===== src/rtl/bmd_axist_cc_arbiter.sv =====
// Packet-atomic round-robin arbiter merging two CC AXI-Stream completion sources
// into one 512b stream, with a 2-entry output FIFO that breaks the tready path.
module bmd_axist_cc_arbiter #(
   parameter int unsigned DATA_W = 512,
   parameter int unsigned KEEP_W = 16,
   parameter int unsigned USER_W = 81,
   parameter int unsigned CNT_W  = 16
) (
   input  logic              user_clk,
   input  logic              user_reset,
   input  logic [DATA_W-1:0] s_axis_cc0_tdata,
   input  logic [KEEP_W-1:0] s_axis_cc0_tkeep,
   input  logic [USER_W-1:0] s_axis_cc0_tuser,
   input  logic              s_axis_cc0_tlast,
   input  logic              s_axis_cc0_tvalid,
   output logic              s_axis_cc0_tready,
   input  logic [DATA_W-1:0] s_axis_cc1_tdata,
   input  logic [KEEP_W-1:0] s_axis_cc1_tkeep,
   input  logic [USER_W-1:0] s_axis_cc1_tuser,
   input  logic              s_axis_cc1_tlast,
   input  logic              s_axis_cc1_tvalid,
   output logic              s_axis_cc1_tready,
   output logic [DATA_W-1:0] m_axis_cc_tdata,
   output logic [KEEP_W-1:0] m_axis_cc_tkeep,
   output logic [USER_W-1:0] m_axis_cc_tuser,
   output logic              m_axis_cc_tlast,
   output logic              m_axis_cc_tvalid,
   input  logic              m_axis_cc_tready,
   output logic [CNT_W-1:0]  pkt_cnt0,
   output logic [CNT_W-1:0]  pkt_cnt1,
   output logic              straddle_err
);

   // is_sop[1] position inside the packed CC tuser
   localparam int unsigned SOP1_BIT = 1;

   typedef enum logic [1:0] {IDLE, LOCK0, LOCK1} state_t;

   state_t            state;
   state_t            state_n;
   logic              rr_last;    // 1: req1 finished the last packet
   logic              mid_pkt;    // a packet of the granted source is in flight
   logic [1:0]        fifo_cnt;
   logic [1:0]        cnt_n;

   // second FIFO entry; the head entry is the m_axis_cc_* register set itself
   logic [DATA_W-1:0] tail_data;
   logic [KEEP_W-1:0] tail_keep;
   logic [USER_W-1:0] tail_user;
   logic              tail_last;

   logic              acc0;
   logic              acc1;
   logic              push;
   logic              pop;
   logic              sel1;
   logic [DATA_W-1:0] in_data;
   logic [KEEP_W-1:0] in_keep;
   logic [USER_W-1:0] in_user;
   logic              in_last;

   // handshakes and the granted source's beat
   always_comb begin
      acc0    = s_axis_cc0_tvalid & s_axis_cc0_tready;
      acc1    = s_axis_cc1_tvalid & s_axis_cc1_tready;
      push    = acc0 | acc1;
      pop     = m_axis_cc_tvalid & m_axis_cc_tready;
      sel1    = (state == LOCK1);
      in_data = sel1 ? s_axis_cc1_tdata : s_axis_cc0_tdata;
      in_keep = sel1 ? s_axis_cc1_tkeep : s_axis_cc0_tkeep;
      in_user = sel1 ? s_axis_cc1_tuser : s_axis_cc0_tuser;
      in_last = sel1 ? s_axis_cc1_tlast : s_axis_cc0_tlast;
   end

   // FIFO occupancy after this cycle's push/pop
   always_comb begin
      cnt_n = fifo_cnt;
      if (push && !pop)
         cnt_n = fifo_cnt + 2'd1;
      else if (!push && pop)
         cnt_n = fifo_cnt - 2'd1;
   end

   // grant selection; a lock is released only at a packet boundary
   always_comb begin
      state_n = state;
      case (state)
         IDLE: begin
            if (s_axis_cc0_tvalid && s_axis_cc1_tvalid)
               state_n = rr_last ? LOCK0 : LOCK1;
            else if (s_axis_cc0_tvalid)
               state_n = LOCK0;
            else if (s_axis_cc1_tvalid)
               state_n = LOCK1;
         end
         LOCK0: begin
            if (acc0 && s_axis_cc0_tlast) begin
               if (s_axis_cc1_tvalid)      state_n = LOCK1;
               else if (s_axis_cc0_tvalid) state_n = LOCK0;
               else                        state_n = IDLE;
            end else if (!mid_pkt && !s_axis_cc0_tvalid) begin
               // parked between packets with nothing pending from the owner
               state_n = s_axis_cc1_tvalid ? LOCK1 : IDLE;
            end
         end
         LOCK1: begin
            if (acc1 && s_axis_cc1_tlast) begin
               if (s_axis_cc0_tvalid)      state_n = LOCK0;
               else if (s_axis_cc1_tvalid) state_n = LOCK1;
               else                        state_n = IDLE;
            end else if (!mid_pkt && !s_axis_cc1_tvalid) begin
               state_n = s_axis_cc0_tvalid ? LOCK0 : IDLE;
            end
         end
         default: state_n = IDLE;
      endcase
   end

   // state, registered handshakes, FIFO storage, counters and error flag
   always_ff @(posedge user_clk or posedge user_reset) begin
      if (user_reset) begin
         state             <= IDLE;
         rr_last           <= 1'b1;
         mid_pkt           <= 1'b0;
         fifo_cnt          <= 2'd0;
         s_axis_cc0_tready <= 1'b0;
         s_axis_cc1_tready <= 1'b0;
         m_axis_cc_tvalid  <= 1'b0;
         m_axis_cc_tdata   <= '0;
         m_axis_cc_tkeep   <= '0;
         m_axis_cc_tuser   <= '0;
         m_axis_cc_tlast   <= 1'b0;
         tail_data         <= '0;
         tail_keep         <= '0;
         tail_user         <= '0;
         tail_last         <= 1'b0;
         pkt_cnt0          <= '0;
         pkt_cnt1          <= '0;
         straddle_err      <= 1'b0;
      end else begin
         state             <= state_n;
         fifo_cnt          <= cnt_n;
         s_axis_cc0_tready <= (state_n == LOCK0) && (cnt_n != 2'd2);
         s_axis_cc1_tready <= (state_n == LOCK1) && (cnt_n != 2'd2);
         m_axis_cc_tvalid  <= (cnt_n != 2'd0);

         if (acc0 && s_axis_cc0_tlast) begin
            rr_last  <= 1'b0;
            pkt_cnt0 <= pkt_cnt0 + CNT_W'(1);
         end
         if (acc1 && s_axis_cc1_tlast) begin
            rr_last  <= 1'b1;
            pkt_cnt1 <= pkt_cnt1 + CNT_W'(1);
         end
         if (push) begin
            mid_pkt <= ~in_last;
            if (in_user[SOP1_BIT])
               straddle_err <= 1'b1;
         end

         if (pop) begin
            if (push && (fifo_cnt == 2'd1)) begin
               m_axis_cc_tdata <= in_data;
               m_axis_cc_tkeep <= in_keep;
               m_axis_cc_tuser <= in_user;
               m_axis_cc_tlast <= in_last;
            end else begin
               m_axis_cc_tdata <= tail_data;
               m_axis_cc_tkeep <= tail_keep;
               m_axis_cc_tuser <= tail_user;
               m_axis_cc_tlast <= tail_last;
            end
         end else if (push) begin
            if (fifo_cnt == 2'd0) begin
               m_axis_cc_tdata <= in_data;
               m_axis_cc_tkeep <= in_keep;
               m_axis_cc_tuser <= in_user;
               m_axis_cc_tlast <= in_last;
            end else begin
               tail_data <= in_data;
               tail_keep <= in_keep;
               tail_user <= in_user;
               tail_last <= in_last;
            end
         end
      end
   end

endmodule


===== config.mk =====
export PLATFORM = sky130hd
export DESIGN_NAME = bmd_axist_cc_arbiter
export DESIGN_NICKNAME = d
export VERILOG_FILES = /design/src/rtl/bmd_axist_cc_arbiter.sv
export SDC_FILE = /design/constraint.sdc
export NUM_CORES = 2
export LEC_CHECK = 0
export CORE_AREA = 10 10 724 726
export CTS_CLUSTER_DIAMETER = 80
export DETAILED_ROUTE_END_ITERATION = 6
export DIE_AREA = 0 0 734 736
export PLACE_DENSITY_LB_ADDON = 0.12
export SYNTH_ARGS = -nofsm -noshare
export SYNTH_HDL_FRONTEND = slang
export SYNTH_SLANG_ARGS = --single-unit
export TNS_END_PERCENT = 30

===== constraint.sdc =====
create_clock -name user_clk -period 55.9 [get_ports user_clk]
set_input_delay 8.385 -clock user_clk [delete_from_list [all_inputs] [get_ports user_clk]]
set_output_delay 8.385 -clock user_clk [all_outputs]
set_load 0.02 [all_outputs]

==> results.yml <==
logic_synthesis:
  synth_edf_count: 0
  ys_types: 41
  avgSynthCellArea_um2: 8.47
  ys.flop_type: "dfrtp_1"
  synthArstFlopShare: 1.00
  syn_inst: 6826
  synth_warnings: 0
  ys_seq_area_frac: 0.546
  ys_seq_elements: 1262
  syn-num-nets: 8055
  synthesis.area_mm2: 0.0578
sta:
  rsz0062_at_grt: "no"
  finalCriticalPeriod_ns: 13.67
  slew_viol_final: 0
  fmax_mhz: 73.2
  clock_skew_ns: 0.0661
  fin_crit_sh: 0.245
  finalHoldViolations: 0
  worst_pin_slew_ns: 1.24
  tns_ns: 0
  layout_setup_ws_ns: 42.23
  setup_violations: 0
  whs_ns: 0.475
  maxSlewHeadroom: 0.171
cts:
  cts.sink_count: 1262
  clk_pin_slew_worst_paths_ns: 0.06
  hold_buffers: 0
  cts_tree: "built"
  htreeDepth: 4
  clock_path_buffers: 4
  root_buffer: "clkbuf_16"
  cts_buffers: 183
  clock_latency_ns: 0.87
  cts_resized: 0
  postCtsSetupBuffers: 0
routing:
  wire_per_inst_um: 28.1
  vias_per_cell: 3.90
  wl_um: 432000
  first_pass_iters: 6
  drt-initial-drc-count: 4156
  ant_nets: 0
  vias: 59900
  drc: 0
final_layout:
  n_fill_cell: 56900
  fin_util: 0.176
  area_growth_pct: 54.8
  fin_cells: 15400
  nNetsFinal: 9658
  finalInstanceArea_mm2: 0.0895
  drive_above_1_share: 0.0448
worst_setup_path:
  startpoint_type: "input port"
  path_cells: "clkdlybuf4s50_1 > a22o_1 > a21oi_4 > buf_4 > buf_4 > buf_4 > buf_4 > buf_4 > buf_4 > nand2_1 > o21ai_1"
  crit_top_cell: "buf_4"
  timing.critical_path.buf_inv: 7
  crit_start: "s_axis_cc1_tvalid"
  path_class: "input port to flop"
  rr_startpoint: "s_axis_cc1_tready$_DFF_PP0_"
  rrSetupSlack_ns: 49.93
  cp-end-kind: "flop"
  rr_worst_depth: 10
  crit_path_top_delay_cell: "buf_4"
  arrival_ns: 14.43
  cp.required_ns: 56.66
  r2r_end: "m_axis_cc_tuser[74]$_DFFE_PP0P_"
  cp_max_fo: 57
  path_delay_family: "buffers and inverters"
  cp.depth: 11
  crit_end: "m_axis_cc_tuser[74]$_DFFE_PP0P_"
  slowest_delay_ns: 0.77
die:
  die_h_um: 736
  dieArea_mm2: 0.540
  core_mm2: 0.508
  row_count: 262
  dieWidth_um: 734
  ios: 1871
  start_util: 0.114
grt:
  grt_overflow: 0
  grt_pass1_vias: 59600
  grt_max_degree: 182
  grt_antenna_before_repair: 302
  grt.total_usage: 0.152
  grt_pass1_wl_um: 573000
power_and_ir_drop:
  powerDensity_mw_per_mm2: 58.8
  power_mw: 5.26
  power_leakage_nw: 35.9
  ir_worst_vdd_mv: 0.0234
run_status:
  status: "complete, no violations"
placed_design:
  dpl_cell_area_mm2: 0.0834
  pre_cts_slack_ns: 41.16
  hpwlAfterDp_um: 335000
  dpl.cell_count: 15000
  place_congestion: 0.840
  io_buffer_count: 1870
min_path:
  hp-class: "flop to flop"
  holdPathStages: 2
job:
  maxCapViolCount: 0
metal layers:
| metal | vias to the layer above | track usage | part of all wire |
|---|---|---|---|
| met4 | 224 | 0.0327 | 0.024 |
| met2 | 2392 | 0.246 | 0.45 |
| li1 | 26700 | - | - |
| met5 | - | 0 | 0.0031 |
| met3 | 698 | 0.0659 | 0.10 |
| met1 | 29900 | 0.186 | 0.42 |
placed cells by master (no fill, tap or decap), drive strengths merged, types with 14 or more instances in the layout:
cell type,netlist,routed
clkdlybuf4s50,0,1870
nand2,1849,1849
dfrtp,1261,1261
o21ai,1223,1223
nor2,620,620
and3,612,612
a31oi,608,608
clkbuf,378,267
buf,167,93
diode,0,76
clkinv,0,36
xnor2,24,24
inv,6,14
flip-flops by register name, indices dropped and copies added, names as in the netlist, 2 cells and up:
name	flops
pkt_cnt0	16
tail_keep	16
state	2
m_axis_cc_tdata	512
m_axis_cc_tuser	81
pkt_cnt1	16
tail_user	81
fifo_cnt	2
tail_data	512
m_axis_cc_tkeep	16
final cells by class:
| class | instances | area [um2] | share of cell area |
|---|---|---|---|
| well taps | 6732 | 8420 | 0.0941 |
| clock buffers | 267 | 5340 | 0.0596 |
| flip-flops and latches | 1262 | 31600 | 0.353 |
| multi-input cells | 5013 | 23800 | 0.266 |
| repair buffers | 1963 | 19500 | 0.218 |
| clock inverters | 53 | 561 | 0.00626 |
| diodes | 76 | 190 | 0.00213 |
| inverters | 6 | 30.0 | 0.000336 |
logic make-up (layout without fill, tap and decap cells):
| logic type | after synthesis | in the layout | synth area share |
|---|---|---|---|
| compound gates | 1851 | 1851 | 0.174 |
| xor+xnor | 32 | 32 | 0.00485 |
| fa+ha+maj | 5 | 5 | 0.00104 |
| buf+inv | 551 | 2289 | 0.0425 |
| flops | 1262 | 1262 | 0.546 |
| mux | 2 | 2 | 0.000346 |
| other cells | 0 | 76 | 0 |
| simple gates | 3123 | 3123 | 0.231 |
cell usage after synthesis, types with 2 or more instances:
cell type	n	area, um2
a21o_1	3	22.5
a21oi_1	8	40.0
a31oi_1	608	3800
and2_1	3	18.8
and3_1	612	3830
and4_1	2	17.5
buf_1	9	33.8
buf_2	127	636
buf_6	30	338
clkbuf_1	377	1420
dfrtp_1	1261	31600
ha_1	4	50.1
inv_1	6	22.5
mux2i_1	2	20.0
nand2_1	1849	6940
nand2b_1	3	18.8
nand3_1	12	60.1
nand4_1	11	68.8
nor2_1	620	2330
nor2b_1	2	12.5
nor4_1	3	18.8
o21ai_0	862	4310
o21ai_1	361	1810
o21bai_1	2	15.0
or2_2	3	18.8
xnor2_1	24	210
xor2_1	8	70.1
worst min-delay path by stage:
stage	startpoint	to	slack [ns]
6_report	m_axis_cc_tdata[105]$_DFFE_PP0P_	m_axis_cc_tdata[105]$_DFFE_PP0P_	0.47
5_1_grt	m_axis_cc_tdata[227]$_DFFE_PP0P_	m_axis_cc_tdata[227]$_DFFE_PP0P_	0.50
4_1_cts	rr_last$_DFFE_PP1P_	rr_last$_DFFE_PP1P_	0.48
3_5_place_dp	rr_last$_DFFE_PP1P_	rr_last$_DFFE_PP1P_	0.47
3_3_place_gp	m_axis_cc_tdata[164]$_DFFE_PP0P_	m_axis_cc_tdata[164]$_DFFE_PP0P_	0.46
2_1_floorplan	rr_last$_DFFE_PP1P_	rr_last$_DFFE_PP1P_	0.44
power breakdown:
group / internal, mW / switching [mW] / leakage [nW]
clock: 0.681 / 0.499 / 2.90
combinational: 0.878 / 1.57 / 18.1
sequential: 1.37 / 0.263 / 14.9
total: 2.92 / 2.34 / 35.9
worst register-to-register path, stage by stage (launching register included):
cell and delay (ns):
dfrtp_1 0.45, a22o_1 0.36, a21oi_4 0.21, buf_4 0.68, buf_4 0.83, buf_4 0.79, buf_4 0.82, buf_4 0.74
buf_4 0.69, nand2_1 0.20, o21ai_1 0.11
Power figures use the tool's default switching activity.
